==> src/rtl/regfile_pkg.sv <==
`default_nettype none
// ============================================================================
// Module      : regfile_pkg
// Description : Shared defaults, scan-engine state encoding and the divider
//               width helper for the parametrised register file.
// Revision    : 1.0 - initial release
// ============================================================================
package regfile_pkg;

    localparam int unsigned c_DEFAULT_DATA_W = 8;
    localparam int unsigned c_DEFAULT_ADDR_W = 3;

    // Scan engine is either parked (index/data held) or stepping.
    typedef enum logic [0:0] {
        SCAN_IDLE = 1'b0,
        SCAN_RUN  = 1'b1
    } scan_state_t;

    // Counter width able to hold 0..n-1; never narrower than one bit so a
    // divide-by-one still gets a legal (constant-zero) counter.
    function automatic int unsigned f_cnt_width(input int unsigned n);
        return (n <= 2) ? 1 : $clog2(n);
    endfunction

endpackage
`default_nettype wire

==> src/rtl/regfile_scan.sv <==
`default_nettype none
// ============================================================================
// Module      : regfile_scan
// Description : Debug scan engine. Divides the clock, walks the register
//               index and captures the value of each newly presented
//               register together with a one-cycle valid pulse.
// Revision    : 1.0 - initial release
// ============================================================================
module regfile_scan
    import regfile_pkg::*;
#(
    parameter int unsigned DATA_W   = c_DEFAULT_DATA_W,
    parameter int unsigned ADDR_W   = c_DEFAULT_ADDR_W,
    parameter int unsigned SCAN_DIV = 4
) (
    input  logic              clk,
    input  logic              rst_n,
    input  logic              i_scan_en,
    input  logic [DATA_W-1:0] i_next_data,   // forwarded value of o_next_idx
    output logic [ADDR_W-1:0] o_next_idx,    // index the next step moves to
    output logic [ADDR_W-1:0] o_scan_idx,
    output logic [DATA_W-1:0] o_scan_data,
    output logic              o_scan_valid
);

    localparam int unsigned             c_DIV_W    = f_cnt_width(SCAN_DIV);
    localparam logic [c_DIV_W-1:0]      c_DIV_LAST = c_DIV_W'(SCAN_DIV - 1);

    scan_state_t         r_state;
    scan_state_t         w_state_next;
    logic [c_DIV_W-1:0]  r_div;
    logic [c_DIV_W-1:0]  w_div_next;
    logic                w_step;
    logic [ADDR_W-1:0]   r_idx;
    logic [DATA_W-1:0]   r_data;
    logic                r_valid;

    // Index wraps naturally from DEPTH-1 to 0 through the ADDR_W-bit add.
    assign o_next_idx   = r_idx + ADDR_W'(1);
    assign o_scan_idx   = r_idx;
    assign o_scan_data  = r_data;
    assign o_scan_valid = r_valid;

    // State register for the idle/run scan machine.
    always_ff @(posedge clk or negedge rst_n) begin
        if (!rst_n) begin
            r_state <= SCAN_IDLE;
        end else begin
            r_state <= w_state_next;
        end
    end

    // Next state plus divider control; enabling counts on the very same edge.
    always_comb begin
        w_state_next = r_state;
        w_div_next   = '0;
        w_step       = 1'b0;
        case (r_state)
            SCAN_IDLE: if (i_scan_en)  w_state_next = SCAN_RUN;
            SCAN_RUN:  if (!i_scan_en) w_state_next = SCAN_IDLE;
        endcase
        if (i_scan_en) begin
            w_step     = (r_div == c_DIV_LAST);
            w_div_next = w_step ? '0 : (r_div + c_DIV_W'(1));
        end
    end

    // Divider, index and captured data; data refreshes only on a step.
    always_ff @(posedge clk or negedge rst_n) begin
        if (!rst_n) begin
            r_div   <= '0;
            r_idx   <= '0;
            r_data  <= '0;
            r_valid <= 1'b0;
        end else begin
            r_div   <= w_div_next;
            r_valid <= w_step;
            if (w_step) begin
                r_idx  <= o_next_idx;
                r_data <= i_next_data;
            end
        end
    end

endmodule
`default_nettype wire

==> src/rtl/param_register_file.sv <==
`default_nettype none
// ============================================================================
// Module      : param_register_file
// Description : 2^ADDR_W x DATA_W register file, one synchronous write port,
//               two combinational read ports, optional hardwired-zero r0,
//               optional write-to-read bypass and a built-in debug scanner.
// Revision    : 1.0 - initial release
// ============================================================================
module param_register_file
    import regfile_pkg::*;
#(
    parameter int unsigned DATA_W   = c_DEFAULT_DATA_W,
    parameter int unsigned ADDR_W   = c_DEFAULT_ADDR_W,
    parameter bit          ZERO_REG = 1'b1,
    parameter bit          BYPASS   = 1'b0,
    parameter int unsigned SCAN_DIV = 4
) (
    input  logic              iCLK,
    input  logic              iRST_N,
    input  logic              iWE,
    input  logic [ADDR_W-1:0] iWA,
    input  logic [DATA_W-1:0] iWD,
    input  logic [ADDR_W-1:0] iRA1,
    input  logic [ADDR_W-1:0] iRA2,
    output logic [DATA_W-1:0] oRD1,
    output logic [DATA_W-1:0] oRD2,
    input  logic              iScanEn,
    output logic [ADDR_W-1:0] oScanIdx,
    output logic [DATA_W-1:0] oScanData,
    output logic              oScanValid
);

    localparam int unsigned c_DEPTH = 1 << ADDR_W;

    logic [DATA_W-1:0] r_regs [c_DEPTH];
    logic              w_wr_ok;
    logic [DATA_W-1:0] w_rd1;
    logic [DATA_W-1:0] w_rd2;
    logic [ADDR_W-1:0] w_scan_idx_next;
    logic [DATA_W-1:0] w_scan_rd;

    // A write to register 0 is discarded when it is hardwired to zero.
    assign w_wr_ok = iWE && !(ZERO_REG && (iWA == '0));

    // Storage: reset clears every entry, otherwise one write per edge.
    always_ff @(posedge iCLK or negedge iRST_N) begin
        if (!iRST_N) begin
            for (int i = 0; i < c_DEPTH; i++) begin
                r_regs[i] <= '0;
            end
        end else if (w_wr_ok) begin
            r_regs[iWA] <= iWD;
        end
    end

    // Read port 1: zero register wins over bypass, bypass over storage.
    always_comb begin
        w_rd1 = r_regs[iRA1];
        if (ZERO_REG && (iRA1 == '0)) begin
            w_rd1 = '0;
        end else if (BYPASS && w_wr_ok && (iRA1 == iWA)) begin
            w_rd1 = iWD;
        end
    end

    // Read port 2: same rules as port 1, evaluated independently.
    always_comb begin
        w_rd2 = r_regs[iRA2];
        if (ZERO_REG && (iRA2 == '0)) begin
            w_rd2 = '0;
        end else if (BYPASS && w_wr_ok && (iRA2 == iWA)) begin
            w_rd2 = iWD;
        end
    end

    // Scan read port always forwards this edge's write so the captured value
    // matches the register contents after the edge, independent of BYPASS.
    always_comb begin
        w_scan_rd = r_regs[w_scan_idx_next];
        if (ZERO_REG && (w_scan_idx_next == '0)) begin
            w_scan_rd = '0;
        end else if (w_wr_ok && (iWA == w_scan_idx_next)) begin
            w_scan_rd = iWD;
        end
    end

    assign oRD1 = w_rd1;
    assign oRD2 = w_rd2;

    regfile_scan #(
        .DATA_W   (DATA_W),
        .ADDR_W   (ADDR_W),
        .SCAN_DIV (SCAN_DIV)
    ) u_scan (
        .clk          (iCLK),
        .rst_n        (iRST_N),
        .i_scan_en    (iScanEn),
        .i_next_data  (w_scan_rd),
        .o_next_idx   (w_scan_idx_next),
        .o_scan_idx   (oScanIdx),
        .o_scan_data  (oScanData),
        .o_scan_valid (oScanValid)
    );

endmodule
`default_nettype wire

==> config.mk <==
export PLATFORM = sky130hd
export DESIGN_NAME = param_register_file
export DESIGN_NICKNAME = d
export VERILOG_FILES = /design/src/rtl/regfile_pkg.sv /design/src/rtl/regfile_scan.sv /design/src/rtl/param_register_file.sv
export SDC_FILE = /design/constraint.sdc
export NUM_CORES = 1
export LEC_CHECK = 0
export CORE_MARGIN = 3
export CORE_UTILIZATION = 57
export DETAILED_ROUTE_END_ITERATION = 6
export PLACE_DENSITY = 0.87
export REMOVE_ABC_BUFFERS = 1
export SLEW_MARGIN = 10
export SYNTH_ARGS = -nofsm -noshare
export SYNTH_HDL_FRONTEND = slang
export SYNTH_HIERARCHICAL = 1
export SYNTH_SLANG_ARGS = --single-unit
export TNS_END_PERCENT = 1
==> constraint.sdc <==
create_clock -name iCLK -period 3.1 [get_ports iCLK]
set_input_delay 0.62 -clock iCLK [delete_from_list [all_inputs] [get_ports iCLK]]
set_output_delay 0.62 -clock iCLK [all_outputs]
set_load 0.005 [all_outputs]
==> results.md <==
Outcome:
- The flow ran to the end, and the final reports show no timing, DRC or antenna violations.

Placed design:
- The post-placement worst setup slack is -0.153 ns.
- Counting tap cells, the placed design contains a total of 512 instances.
- The global placement routability congestion is 0.897.
- The number of buffer cells added on primary ports is 48.
- Detailed placement finished with a half-perimeter wire length of 8270 µm.
- Once placement finished, the instance area stood at 5420 µm².

Die:
- The floorplan has 32 rows.
- 49 I/O pins were placed.
- The core area is 7890 µm².
- The floorplan step defined a die boundary enclosing 9450 µm².
- From left edge to right edge, the die measures 97.2 µm.
- The height of the die is 97.2 µm.
- The initial standard-cell utilization of the core is 60.1%.

Critical path:
- The number of buffers and inverters on the critical path is 3.
- On the critical path the largest part of the delay comes from buffers and inverters.
- The data required time at the worst endpoint is 2.48 ns.
- The largest stage delay on the critical path is 0.57 ns.
- The setup path with the least slack is of type input pin to output port.
- For the worst setup path, the data arrival time is 2.43 ns.
- The critical path goes through clkdlybuf4s50_1, buf_4, o21ai_0, a221oi_1, clkdlybuf4s50_1.
- The capturing element type of the critical path is an output port.
- In this design, the critical path's most frequently occurring cell is clkdlybuf4s50_1.
- The maximum fanout along the worst path is 10.
- The worst setup path is launched from an input pin.
- The worst register-to-register path has a setup slack of 0.64 ns.
- Among all stages on the critical path, the largest delay is contributed by clkdlybuf4s50_1.
- The number of cells on the worst reg-to-reg path is 7.
- The endpoint of the worst-slack reg-to-reg timing path is u_scan/o_scan_data[3]$_DFFE_PN0P_.
- The worst flop-to-flop path startpoint is u_scan/o_scan_idx[0]$_DFFE_PN0P_.

Timing:
- The worst-case headroom to the max-slew limit is 34.5%.
- The final-layout worst hold slack is 0.403 ns.
- After layout, the worst setup slack is 0.0466 ns.
- The total count of hold-check failures in the final report came to 0.
- The final critical delay including setup and external delays is 3.05 ns.
- The actual transition at the worst max-transition pin is 0.983 ns.
- Setup repair after global routing could not meet its margin everywhere.
- The clock arrives with 0.00820 ns of skew.
- The number of failing setup endpoints in the final timing report is 0.
- The final clock period utilization by the worst path is 98.5%.
- Based on the critical path, the design can be clocked at up to 0.328 GHz.
- The count of pins over their slew limit is 0.
- In the final timing run, aggregate negative setup slack is 0 ns.

Synth:
- Yosys attributes the largest share of cell area to dfrtp_1 41%, mux2_1 14%, mux4_2 13%, mux2i_1 4.0%, a221oi_1 3.0%.
- The number of distinct standard cells referenced by the synthesized netlist is 39.
- The sequential element share of the synthesized area is 41.2%.
- Of all cell types, the one taking the most synthesized area is dfrtp_1.
- The post-synthesis instance total is 365.
- The combined area of all synthesized cells is 4740 µm².
- The post-synthesis sequential element count is 78.
- In this run, synthesis inferred 0 flip-flops with an integrated enable.
- The most used flip-flop cell after synthesis is dfrtp_1.
- The Yosys step of the flow raised 6 warnings.
- The synthesized area divided by synthesized cell count is 13.0 µm².
- The async set or reset register ratio after synthesis is 100%.
- In this run the biggest area consumer among cell types represents 41.2% of the synthesized area.

Min path:
- The cell count of the worst hold path is 0.
- For hold timing, the worst endpoint is r_regs[60]$_DFFE_PN0P_.
- The hold path startpoint is r_regs[60]$_DFFE_PN0P_.
- The class of the most critical hold timing path is register to register.

Power:
- Across the VDD grid, the largest voltage drop is 0.426 mV.
- The leakage power summed over all cells is 2.50 nW.
- For this design the ratio of total power to cell area is 746 nW/µm².

Routing:
- Once detail routing completed, the nets flagged for antenna violations numbered 0.
- Dividing the detail-routed via count by the number of cells gives 6.96.
- The average routed wire per standard cell is 24.5 µm.
- The count of routing violations after the opening detailed-route iteration is 435.
- The aggregate routed wire length is 13000 µm.
- The number of DRC violations after detailed routing is 0.
- The pre-antenna-repair detailed-routing pass consisted of 5 iterations.
- The detailed router placed 3696 vias in this run.

Job:
- The number of max-capacitance violations reported is 0.

Clock tree:
- For this design, the CTS-stage hold fixing added 0 buffers.
- Clock latency on the worst-skew pair, taken at its later pin, is 0.37 ns.
- In this run the deepest clock path goes through 2 buffers.
- The clock sink count is 78.
- After clock tree synthesis, the clock-pin slew on the worst setup and hold paths is 0.07 ns.
- In this run the number of H-tree levels came out at 3.
- The total CTS buffers is 9.
- The root buffer cell is clkbuf_8.
- The clock tree from TritonCTS is yes.

Finish:
- The final instance area is 5670 µm².
- The fraction of layout cells with a size suffix above 1 is 22.4%.
- After filler insertion, the fill cell instance count of the layout stands at 519.
- The count of non-filler cells in the finished layout is 531.
- The area added between synthesis and finish is 19.5%.
- At the end of the flow, the number of nets in the layout was 447.
- The number of antenna diodes in the final layout is 0.

Global route:
- After global routing the overflow that remains totals 0.
- The initial antenna violation count is 0.
- The via count of the first global-routing pass is 3699.
- The overall fraction of global-route tracks in use is 27.5%.
- Entering global routing, the biggest net connects 79 pins.
- The global-route wire length before repair is 20000 µm.
[cell usage in the layout (no fill, tap or decap), drive strengths merged]
cell type      synthesis  final
dlymetal6s2s           0      3
nor2                  21     21
or2                    3      3
o21ai                 30     30
nor2b                 13     13
inv                    4      4
ha                     2      2
and2                   1      1
a221oi                16     16
buf                   23     34
or3                    1      1
nand4                  1      1
xor2                   1      1
clkdlybuf4s50          0     40
o211a                  8      8
dfrtp                 78     78
clkbuf                12     17
dlygate4sd2            0      4
nor3                   1      1
mux2i                 19     19
nand2                 14     14
nand3                  2      2
nand4b                 3      3
xnor2                  5      5
clkinv                 0      1
mux2                  70     70
a21oi                  2      2
nor4bb                 2      2
mux4                  32     32
a211o                  1      1
[kinds of logic (layout without fill, tap and decap cells)]
logic type	Yosys count	count (layout)	share of synthesized area (%)
xor gates and xnor gates	6	6	1.58
and+or+nand+nor	62	62	7.02
muxes	121	121	36.9
AOI/OAI and AO/OA	57	57	8.21
DFF	78	78	41.2
buffers and inverters	39	103	4.64
adders and majority gates	2	2	0.528
[worst max-delay path by stage]
stage	startpoint	endpoint	slack, ns	depth (start not counted)
3_3_place_gp	iRA1[1]	oRD1[1]	-0.16	6
5_1_grt	iRA1[2]	oRD1[4]	-0.04	5
6_report	iRA1[2]	oRD1[0]	0.05	5
4_1_cts	iRA2[1]	oRD2[1]	0.01	6
3_5_place_dp	iRA1[0]	oRD1[1]	-0.15	6
2_1_floorplan	u_scan/o_scan_idx[0]$_DFFE_PN0P_	u_scan/o_scan_data[0]$_DFFE_PN0P_	0.30	7
[repair_timing]
action,in CTS,in global routing
endpoints found under the setup margin,11,12
gates cloned,0,2
pin swaps,1,1
setup buffers,0,1
resized for setup,9,3
[cells in the mapped netlist (2+ instances only)]
master    number
xnor2_1        2
buf_2         13
mux4_2        27
nand2_2        2
nor2_1        21
o21ai_1        7
mux4_1         5
buf_6          4
buf_4          3
inv_1          4
clkbuf_1      12
nor4bb_1       2
buf_1          2
mux2_4         8
nand2_1       12
nor2b_1       13
a221oi_1      16
mux2_1        60
nand4b_1       3
a21oi_1        2
o21ai_0       23
xnor2_2        3
dfrtp_1       78
o211a_1        8
mux2i_1       19
mux2_2         2
ha_1           2
[routing by layer]
layer,global-route usage [%],up-vias,share of wire (%)
li1,-,1505,-
met1,33.9,1812,35
met2,44.5,290,49
met3,5.96,89,10
met4,16.2,0,6.3
met5,0,-,0
[registers in the layout, summed over array words and instances, names as in the netlist]
register / flops
u_scan/o_scan_idx: 3
u_scan/o_scan_data: 8
u_scan/o_scan_valid: 1
r_regs: 64
u_scan/r_div: 2
[final cells by class]
cell class | instances | area (µm²) | share of cell area [%]
multi-input cells | 248 | 2590 | 45.8
well taps | 102 | 128 | 2.25
clock inverters | 1 | 5.00 | 0.0883
repair buffers | 83 | 815 | 14.4
clock buffers | 15 | 156 | 2.76
inverters | 4 | 15.0 | 0.265
flip-flops and latches | 78 | 1950 | 34.5
[worst reg2reg max path, stage by stage (launching register included)]
cell and delay, ns:
dfrtp_1 0.42, ha_1 0.29, buf_4 0.34, mux4_1 0.62, mux2i_1 0.19, o21ai_1 0.09
o211a_1 0.13, mux2_4 0.26
[through the flow]
step / utilization, % / total power [mW]
2_1_floorplan: - / 2.79
3_3_place_gp: 68.7 / 3.43
3_5_place_dp: 68.7 / 3.52
4_1_cts: 71.0 / 4.19
5_1_grt: 71.8 / 4.45
6_report: 71.8 / 4.23
[power breakdown]
| part | internal [mW] | switching, mW | leakage, nW |
|---|---|---|---|
| Sequential | 1.25 | 0.233 | 0.965 |
| Combinational | 1.19 | 0.889 | 1.46 |
| Clock | 0.314 | 0.356 | 0.0817 |
| Total | 2.75 | 1.48 | 2.50 |
No activity file was read; power rests on OpenSTA's default activity.
